$ cat config.mk
export PLATFORM = sky130hd
export DESIGN_NAME = reg_dst_queue
export DESIGN_NICKNAME = d
export VERILOG_FILES = /design/src/rtl/reg_dst_defs.sv /design/src/rtl/dst_decode.sv /design/src/rtl/reg_dst_queue.sv
export SDC_FILE = /design/constraint.sdc
export NUM_CORES = 1
export LEC_CHECK = 0
export CORE_MARGIN = 2
export CORE_UTILIZATION = 40
export DETAILED_ROUTE_END_ITERATION = 10
export GPL_TIMING_DRIVEN = 0
export SLEW_MARGIN = 15
export SYNTH_ARGS = -nofsm -noshare
export SYNTH_HDL_FRONTEND = slang
export SYNTH_SLANG_ARGS = --single-unit
$ cat constraint.sdc
create_clock -name clk -period 4.16 [get_ports clk]
set_clock_uncertainty 0.15 [all_clocks]
set_input_delay 0.832 -clock clk [delete_from_list [all_inputs] [get_ports clk]]
set_output_delay 0.832 -clock clk [all_outputs]
set_load 0.005 [all_outputs]
$ cat src/rtl/reg_dst_defs.sv
// Shared RegDst mode encodings and default special-register indices
// for the register-destination decoder and in-flight destination queue.
package reg_dst_defs;

  localparam logic [2:0] RD_RT = 3'd0;
  localparam logic [2:0] RD_RD = 3'd1;
  localparam logic [2:0] RD_SP = 3'd2;
  localparam logic [2:0] RD_RA = 3'd3;
  localparam logic [2:0] RD_RS = 3'd4;
  localparam logic [2:0] RD_K  = 3'd5;

  localparam int DEF_SP_REG = 29;
  localparam int DEF_RA_REG = 31;
  localparam int DEF_K_REG  = 26;

  // Codes above RD_K are unassigned.
  function automatic logic mode_is_illegal(input logic [2:0] mode);
    return mode > RD_K;
  endfunction

endpackage

$ cat src/rtl/dst_decode.sv
// Combinational RegDst decoder: selects the destination register index.
// Zero latency; no flow control. Unused codes yield 0 and flag illegal_mode.
module dst_decode
  import reg_dst_defs::*;
#(
  parameter int ADDR_W = 5,
  parameter int SP_REG = DEF_SP_REG,
  parameter int RA_REG = DEF_RA_REG,
  parameter int K_REG  = DEF_K_REG
) (
  input  logic [ADDR_W-1:0] RS,
  input  logic [ADDR_W-1:0] RT,
  input  logic [15:0]       Offset,
  input  logic [2:0]        RegDst,
  output logic [ADDR_W-1:0] reg_dst_out,
  output logic              illegal_mode
);

  always_comb begin
    reg_dst_out  = '0;
    illegal_mode = mode_is_illegal(RegDst);
    case (RegDst)
      RD_RT:   reg_dst_out = RT;
      RD_RD:   reg_dst_out = ADDR_W'(Offset[15:11]);
      RD_SP:   reg_dst_out = ADDR_W'(SP_REG);
      RD_RA:   reg_dst_out = ADDR_W'(RA_REG);
      RD_RS:   reg_dst_out = RS;
      RD_K:    reg_dst_out = ADDR_W'(K_REG);
      default: reg_dst_out = '0;
    endcase
  end

endmodule

$ cat src/rtl/reg_dst_queue.sv
// In-order queue of in-flight destinations with RS/RT hazard compare.
// Decode is zero latency; head appears on wb_dst one cycle after the edge.
module reg_dst_queue
  import reg_dst_defs::*;
#(
  parameter int ADDR_W = 5,
  parameter int DEPTH  = 4,
  parameter int SP_REG = DEF_SP_REG,
  parameter int RA_REG = DEF_RA_REG,
  parameter int K_REG  = DEF_K_REG
) (
  input  logic                     clk,
  input  logic                     reset,
  input  logic [ADDR_W-1:0]        RS,
  input  logic [ADDR_W-1:0]        RT,
  input  logic [15:0]              Offset,
  input  logic [2:0]               RegDst,
  input  logic                     issue,
  input  logic                     wb,
  output logic [ADDR_W-1:0]        reg_dst_out,
  output logic [ADDR_W-1:0]        wb_dst,
  output logic                     wb_valid,
  output logic                     full,
  output logic [$clog2(DEPTH):0]   count,
  output logic                     hazard_rs,
  output logic                     hazard_rt,
  output logic                     illegal_mode,
  output logic                     overflow,
  output logic                     underflow
);

  localparam int PTR_W = $clog2(DEPTH);
  localparam int CNT_W = PTR_W + 1;

  logic [ADDR_W-1:0] mem_q [DEPTH];
  logic [ADDR_W-1:0] mem_d [DEPTH];
  logic [DEPTH-1:0]  vld_q, vld_d;
  logic [PTR_W-1:0]  head_q, head_d, tail_q, tail_d;
  logic [CNT_W-1:0]  count_q, count_d;
  logic [ADDR_W-1:0] wb_dst_q, wb_dst_d;
  logic              ovf_q, ovf_d, unf_q, unf_d;

  logic empty, is_full, do_push, do_pop;

  dst_decode #(
    .ADDR_W (ADDR_W),
    .SP_REG (SP_REG),
    .RA_REG (RA_REG),
    .K_REG  (K_REG)
  ) u_dst_decode (
    .RS           (RS),
    .RT           (RT),
    .Offset       (Offset),
    .RegDst       (RegDst),
    .reg_dst_out  (reg_dst_out),
    .illegal_mode (illegal_mode)
  );

  assign empty   = (count_q == '0);
  assign is_full = (count_q == CNT_W'(DEPTH));
  assign do_pop  = wb && !empty;
  // A same-cycle pop frees the slot, so a full queue still accepts the push.
  assign do_push = issue && !illegal_mode && (!is_full || wb);

  always_comb begin
    mem_d    = mem_q;
    vld_d    = vld_q;
    head_d   = head_q;
    tail_d   = tail_q;
    count_d  = count_q;
    wb_dst_d = wb_dst_q;
    ovf_d    = ovf_q || (issue && !illegal_mode && is_full && !wb);
    unf_d    = unf_q || (wb && empty);

    if (do_pop) begin
      vld_d[head_q] = 1'b0;
      head_d        = head_q + PTR_W'(1);
    end
    // Push after pop so a full-queue wrap re-marks the reused slot valid.
    if (do_push) begin
      mem_d[tail_q] = reg_dst_out;
      vld_d[tail_q] = 1'b1;
      tail_d        = tail_q + PTR_W'(1);
    end

    case ({do_push, do_pop})
      2'b10:   count_d = count_q + CNT_W'(1);
      2'b01:   count_d = count_q - CNT_W'(1);
      default: count_d = count_q;
    endcase

    // Forward the incoming entry when it becomes the new head this edge.
    if (count_d != '0) begin
      if (do_push && (head_d == tail_q)) wb_dst_d = reg_dst_out;
      else                               wb_dst_d = mem_q[head_d];
    end
  end

  always_ff @(posedge clk or negedge reset) begin
    if (!reset) begin
      for (int i = 0; i < DEPTH; i++) mem_q[i] <= '0;
      vld_q    <= '0;
      head_q   <= '0;
      tail_q   <= '0;
      count_q  <= '0;
      wb_dst_q <= '0;
      ovf_q    <= 1'b0;
      unf_q    <= 1'b0;
    end else begin
      for (int i = 0; i < DEPTH; i++) mem_q[i] <= mem_d[i];
      vld_q    <= vld_d;
      head_q   <= head_d;
      tail_q   <= tail_d;
      count_q  <= count_d;
      wb_dst_q <= wb_dst_d;
      ovf_q    <= ovf_d;
      unf_q    <= unf_d;
    end
  end

  always_comb begin
    hazard_rs = 1'b0;
    hazard_rt = 1'b0;
    for (int i = 0; i < DEPTH; i++) begin
      if (vld_q[i] && (mem_q[i] == RS) && (RS != '0)) hazard_rs = 1'b1;
      if (vld_q[i] && (mem_q[i] == RT) && (RT != '0)) hazard_rt = 1'b1;
    end
  end

  assign wb_dst    = wb_dst_q;
  assign wb_valid  = !empty;
  assign full      = is_full;
  assign count     = count_q;
  assign overflow  = ovf_q;
  assign underflow = unf_q;

endmodule
======== Word-level counts from Yosys, hierarchy flattened ========
Index checks and enable logic that the tools add are counted.
word-level totals
  bits in registers ....................... 38
  bits of input ports ..................... 33
  output and inout port bits .............. 20
  word-level logic and storage cells ...... 107
cells by class
  multiplexer cells ....................... 24
  add/sub/neg operators ................... 4
  reduce and logical (&&, ||, !) cells .... 38
  equality and inequality tests ........... 17
  bitwise logic cells ..................... 5
  magnitude comparators ................... 8
operators with widths
  cell                   count
  $eq A5 B5 Y1           8
  $pmux W5 S6            1
  $logic_and A1 B1 Y1    26
  $bwmux W20             1
  $mux W5                4
  $bmux W5 S2            1
  $demux W5 S2           1
  $mux W1                10
  $reduce_bool A5 Y1     2
  $eq A3 B3 Y1 const B   3
  $mux W4                2
  $eq A3 B2 Y1 const B   2
  $ge A3 B3 Y1 const B   2
  $logic_not A3 Y1       2
  $lt A2 B3 Y1 const B   2
  $not A2 Y3             2
  $pmux W3 S2            1
  $add A2 B1 Y2 const B  2
  $and A4 B4 Y4          1
  $demux W1 S2           2
  $ge A2 B1 Y1 const B   2
  $logic_not A1 Y1       4
  $not A4 Y4             1
  $or A4 B4 Y4           1
  11 further kinds       13

======== Longest topological paths before layout ========
  depth after elaboration ................. 9
  gate-level depth with buffers ........... 12
  gate-level depth less buffers ........... 11

======== Cells and area by module ========
A second synthesis with hierarchy kept.
second synthesis, totals
  cell total of the unflattened synthesis .. 286
  area total of the unflattened synthesis .. 2862.7 um2
by module, submodules not included
  module         instances  cells each  sequential area each (um2)  area an instance (um2)
  reg_dst_queue  1          260         950.9                       2676.3
  dst_decode     1          26          0.0                         186.4

======== Worst setup path before layout ========
OpenSTA, ideal clock, no wires.
  kind .................................... input to register
  start ................................... input wb
  end ..................................... register wb_dst_q[3] (netlist: wb_dst[3])
  setup time .............................. 0.121 ns
  stages .................................. 11
  data arrival time ....................... 3.077 ns
  path buffers ............................ 2
  data required time ...................... 3.889 ns
  slack ................................... 0.812 ns
  cells stage by stage .................... o31ai_4 inv_1 clkbuf_1 ha_1 inv_1 fa_1 xor2_1 o21ai_0 or4bb_1 buf_4 o22a_1
on the way
  word-level cells in the longest chain between the ends .. 7
  elaborated cells between the ends (all ways) .. 15
  classes of those cells .................. 3 x eq/ne; 6 x mux; 1 x bitwise; 5 x reduce/logical
RTL lines
  what                                         RTL line              text
  start, declared                              reg_dst_queue.sv:19   input logic wb,
  $logic_and A1 B1 Y1                          reg_dst_queue.sv:61   assign do_pop = wb && !empty;
  $mux W2                                      reg_dst_queue.sv:75   if (do_pop) begin
  $not A2 Y3 (not written as such)             reg_dst_queue.sv:95   else wb_dst_d = mem_q[head_d];
  $bmux W5 S2                                  reg_dst_queue.sv:95
  $mux W5 (not written as such) (2 in series)  reg_dst_queue.sv:95
  $mux W5                                      reg_dst_queue.sv:94   if (do_push && (head_d == tail_q)) wb_dst_d = reg_dst_out;
  end signal, assigned                         reg_dst_queue.sv:115  wb_dst_q <= wb_dst_d;
  end, declared                                reg_dst_queue.sv:40   logic [ADDR_W-1:0] wb_dst_q, wb_dst_d;
Several ways; a longest one is shown, not always the timed one. The select of a mux whose other input is x is not followed.
A chain may end at the register's enable or synchronous reset.

======== Worst setup path after layout ========
  start ................................... input RegDst[2]
  end ..................................... output reg_dst_out[4]
on the way
  word-level cells in the longest chain between the ends .. 2
  elaborated cells between the ends (all ways) .. 7
  classes of those cells .................. 5 x eq/ne; 1 x mux; 1 x reduce/logical
RTL lines
  what                                  RTL line             text
  start, declared                       reg_dst_queue.sv:17  input logic [2:0] RegDst,
  $eq A3 B3 Y1 (tied with other cells)  dst_decode.sv:22     case (RegDst)
  $pmux W5 S6 (*)                       dst_decode.sv:22
  end, declared                         reg_dst_queue.sv:20  output logic [ADDR_W-1:0] reg_dst_out,
Every way passes the cells marked *; elsewhere a longest branch is shown, timed or not.

==> impl_results.md <==
* Primary FF master, synth: dfrtp_1
* Yosys warnings at 0
* DRT Pass-1 Iters at 4
* Post-synth EDFFs at 0
* Clock latency at the later pin of the worst-skew pair at ~290 ps
* Critical-path cell list: clkdlybuf4s50_1, buf_6, nor2_1, a22oi_1, clkdlybuf4s50_1
* Endpoint class of the critical path: primary output
* WP buf/inv at 3
* Hold buffers post-CTS at 0
* R2R setup slack at approximately 600 ps
* CP max-delay cell: clkdlybuf4s50_1
* Reg-to-Reg End: wb_dst[0]$_DFFE_PN0P_
* NetSw at ~1000 uW
* Crit-path max FO at 10
* CTS tree: yes
* Most frequent cell after synthesis: dfrtp_1
* Gr usage total at 20.8%
* Htree depth at 2
* Slew Limit Fails at 0
* Int Pwr at between 1000 and 1500 uW
* Status: finished clean
* Final instance area at 0.00329 mm^2
* Worst Reg-to-Reg Cells at 12
* CP required at between 3000 and 4000 ps
* Final worst path period need at roughly 3900 ps
* Largest stage delay, worst path at roughly 640 ps
* Cell Area, Placed at ~0.0032 mm^2
* Num CTS Buffers at 5
* Util after Layout at roughly half
* Antenna violations before repair at 0
* Worst R2R Start: count[0]$_DFF_PN0_
* First-pass GRT wire length at approximately 12000 um
* Synthesized Nets at 347
* Largest area contributor in the netlist: dfrtp_1
* Power Density at ~730 mW/mm^2
* Via density at 5.53
* Routability Congestion at between 0.8 and 0.9
* Crit path DAT at approximately 3000 ps
* Total number of vias at between 2000 and 2500
* Die W at between 80 and 90 um
* Final Cycle Share at 94.9%
* Die Area at roughly 0.0076 mm^2
* Synthesized cell area at between 0.002 and 0.003 mm^2
* RSZ-0062 raised after global routing: false
* Sequential share of power at between 30% and 40%
* Largest net degree at the start of global routing at 29
* Yosys reg bits at 38
* Core area at 0.00676 mm^2
* Max Freq at between 0.2 and 0.3 GHz
* Max capacitance violation total at 0
* Sw Ratio at between 40% and 50%
* IO buf count at 30
* Top delay family on crit path: buffers and inverters
* Post-synth ARST share at 100%
* Sequential area share after synthesis at between 30% and 40%
* Worst path most repeated cell: clkdlybuf4s50_1
* Fin nets at approximately 380
* Clk pin slew, worst setup/hold paths at around 70 ps
* CP Class: input port to primary output
* Clk pwr share at 11.1%
* Least-Margin Pin Slew at just over 800 ps
* Height of the die at around 87 um
* Ant diodes at 0
* Hpwl dp at around 5500 um
* Syn Inst Count at ~300
* Place WS at -122 ps
* Top-area cell type share of the netlist area at ~34%
* LEAKAGE at approximately 0.0014 uW
* Worst setup margin at 211 ps
* Synth cell types at just over 50
* Starting Density at between 40% and 50%
* Routed Antenna Nets at 0
* DRC errors left at 0
* # setup viols final at 0
* Total wire length at 7440 um
* Hold Path Class: input port to asynchronous set/reset pin
* Drt initial violations at ~140
* Grt total ovfl at 0
* Clock root buffer: clkbuf_8
* Num rows at 30
* CTS sink cnt at 38
* Fin. Hold Viols at 0
* IO Pins at 53
* Peak supply drop at 444 uV
* List of most frequent post-synthesis cells: dfrtp_1 (38), xor2_1 (33), nand2_1 (32)
* Syn_area_per_cell at roughly 9.2 um^2
* Top cells by area, synth: dfrtp_1 (34%), xor2_1 (10%), o21ai_0 (4.7%)
* Critical Path Source Type: input port
* Drt wl/cell at 17.6 um
* Share of layout cells above drive strength 1 at 11.1%
* Slew margin rel. at 45.2%
* Comb pwr share at a little over half
* Clock Path Buffers at 2
* Area grow syn2layout at 18.2%
* Vias in the first global route at 2295
* Setup bufs post-CTS at 0
## through the flow
step / hold slack [ps] / setup TNS (ps) / total power, uW / cells
after floorplan: 310 / 0 / 1700 / 304
after global placement: 302 / -509 / 2090 / 414
after detailed placement: 308 / -569 / 2130 / 415
after CTS: 272 / 0 / 2410 / 423
after global routing: 278 / 0 / 2610 / 422
final: 275 / 0 / 2400 / 422
## layer usage
| metal | track usage (%) | vias to the layer above | wire [um] |
|---|---|---|---|
| met5 | 0 | - | 0 |
| met4 | 5.59 | 0 | 138 |
| met3 | 3.70 | 12 | 270 |
| met2 | 32.8 | 58 | 3410 |
| met1 | 29.4 | 1129 | 3620 |
| li1 | - | 1134 | - |
## logic make-up (layout without fill, tap and decap cells)
| kind of cell | count (synthesis) | after routing | share of synthesized area, % |
|---|---|---|---|
| fa+ha+maj | 10 | 10 | 4.76 |
| mux | 13 | 13 | 5.34 |
| buf+inv | 37 | 75 | 6.11 |
| compound gates | 69 | 69 | 17.7 |
| xor+xnor | 45 | 45 | 14.7 |
| simple gates | 92 | 92 | 17.2 |
| flops | 38 | 38 | 34.1 |
## repair_timing
action,CTS,global route
endpoints found under the hold margin,0,0
setup endpoints to repair,0,4
gates resized for setup,0,0
## power groups by stage
stage	Combinational [uW]	Clock (uW)	Sequential, uW
floorplan	938	0	761
global placement	1240	0	849
detailed placement	1280	0	858
CTS	1280	277	851
global route	1430	293	882
finish	1280	265	852
## area by class of cell
class,count,area [um^2]
fill,691,3460
multi-input combinational,229,1670
sequential,38,951
timing repair buffer,31,315
buffer,19,103
tap,80,100
clock buffer,6,82.6
inverter,17,63.8
clock inverter,2,12.5
## placed cells by master, fill, tap and decap left out, types with 3 or more instances in the layout
| master | synthesis | routed |
|---|---|---|
| nor2b_1 | 7 | 7 |
| nor3_1 | 8 | 8 |
| nand2_1 | 32 | 32 |
| ha_1 | 9 | 9 |
| o21a_1 | 5 | 5 |
| clkbuf_8 | 1 | 7 |
| nand3_1 | 8 | 8 |
| nor2_1 | 9 | 9 |
| a2111oi_0 | 4 | 4 |
| a21oi_2 | 3 | 3 |
| o22a_1 | 3 | 3 |
| mux2i_1 | 7 | 7 |
| clkbuf_1 | 14 | 13 |
| mux2_2 | 5 | 5 |
| o22ai_1 | 5 | 5 |
| xor2_1 | 33 | 33 |
| a21oi_1 | 8 | 8 |
| dfrtp_1 | 38 | 38 |
| nand2_2 | 4 | 4 |
| clkdlybuf4s50_1 | 0 | 29 |
| xnor2_1 | 11 | 11 |
| inv_1 | 17 | 17 |
| nand2b_1 | 3 | 3 |
| o2111ai_1 | 3 | 3 |
| nor4_1 | 8 | 8 |
| o21ai_0 | 26 | 26 |
## worst max path at each step
stage | end | cells past startpoint | startpoint
2_1_floorplan | wb_dst[3]$_DFFE_PN0P_ | 11 | wb
3_3_place_gp | wb_dst[1]$_DFFE_PN0P_ | 13 | wb
3_5_place_dp | wb_dst[0]$_DFFE_PN0P_ | 13 | wb
4_1_cts | wb_dst[0]$_DFFE_PN0P_ | 13 | wb
5_1_grt | reg_dst_out[1] | 6 | RegDst[0]
6_report | reg_dst_out[4] | 5 | RegDst[2]
## state kept, by name, indices dropped and copies added, names as in the netlist
register and flops:
underflow 1, count 3, head_q 2, mem_q 20
wb_dst 5, overflow 1, vld_q 4, tail_q 2
## worst reg2reg max path, delay by kind of cell (launching register included)
family,cells,cell delay (ps)
compound gates,4,660
fa+ha+maj,2,560
buf+inv,3,360
simple gates,2,1110
flops,1,500
xor+xnor,1,150
No activity file was read; power rests on OpenSTA's default activity.
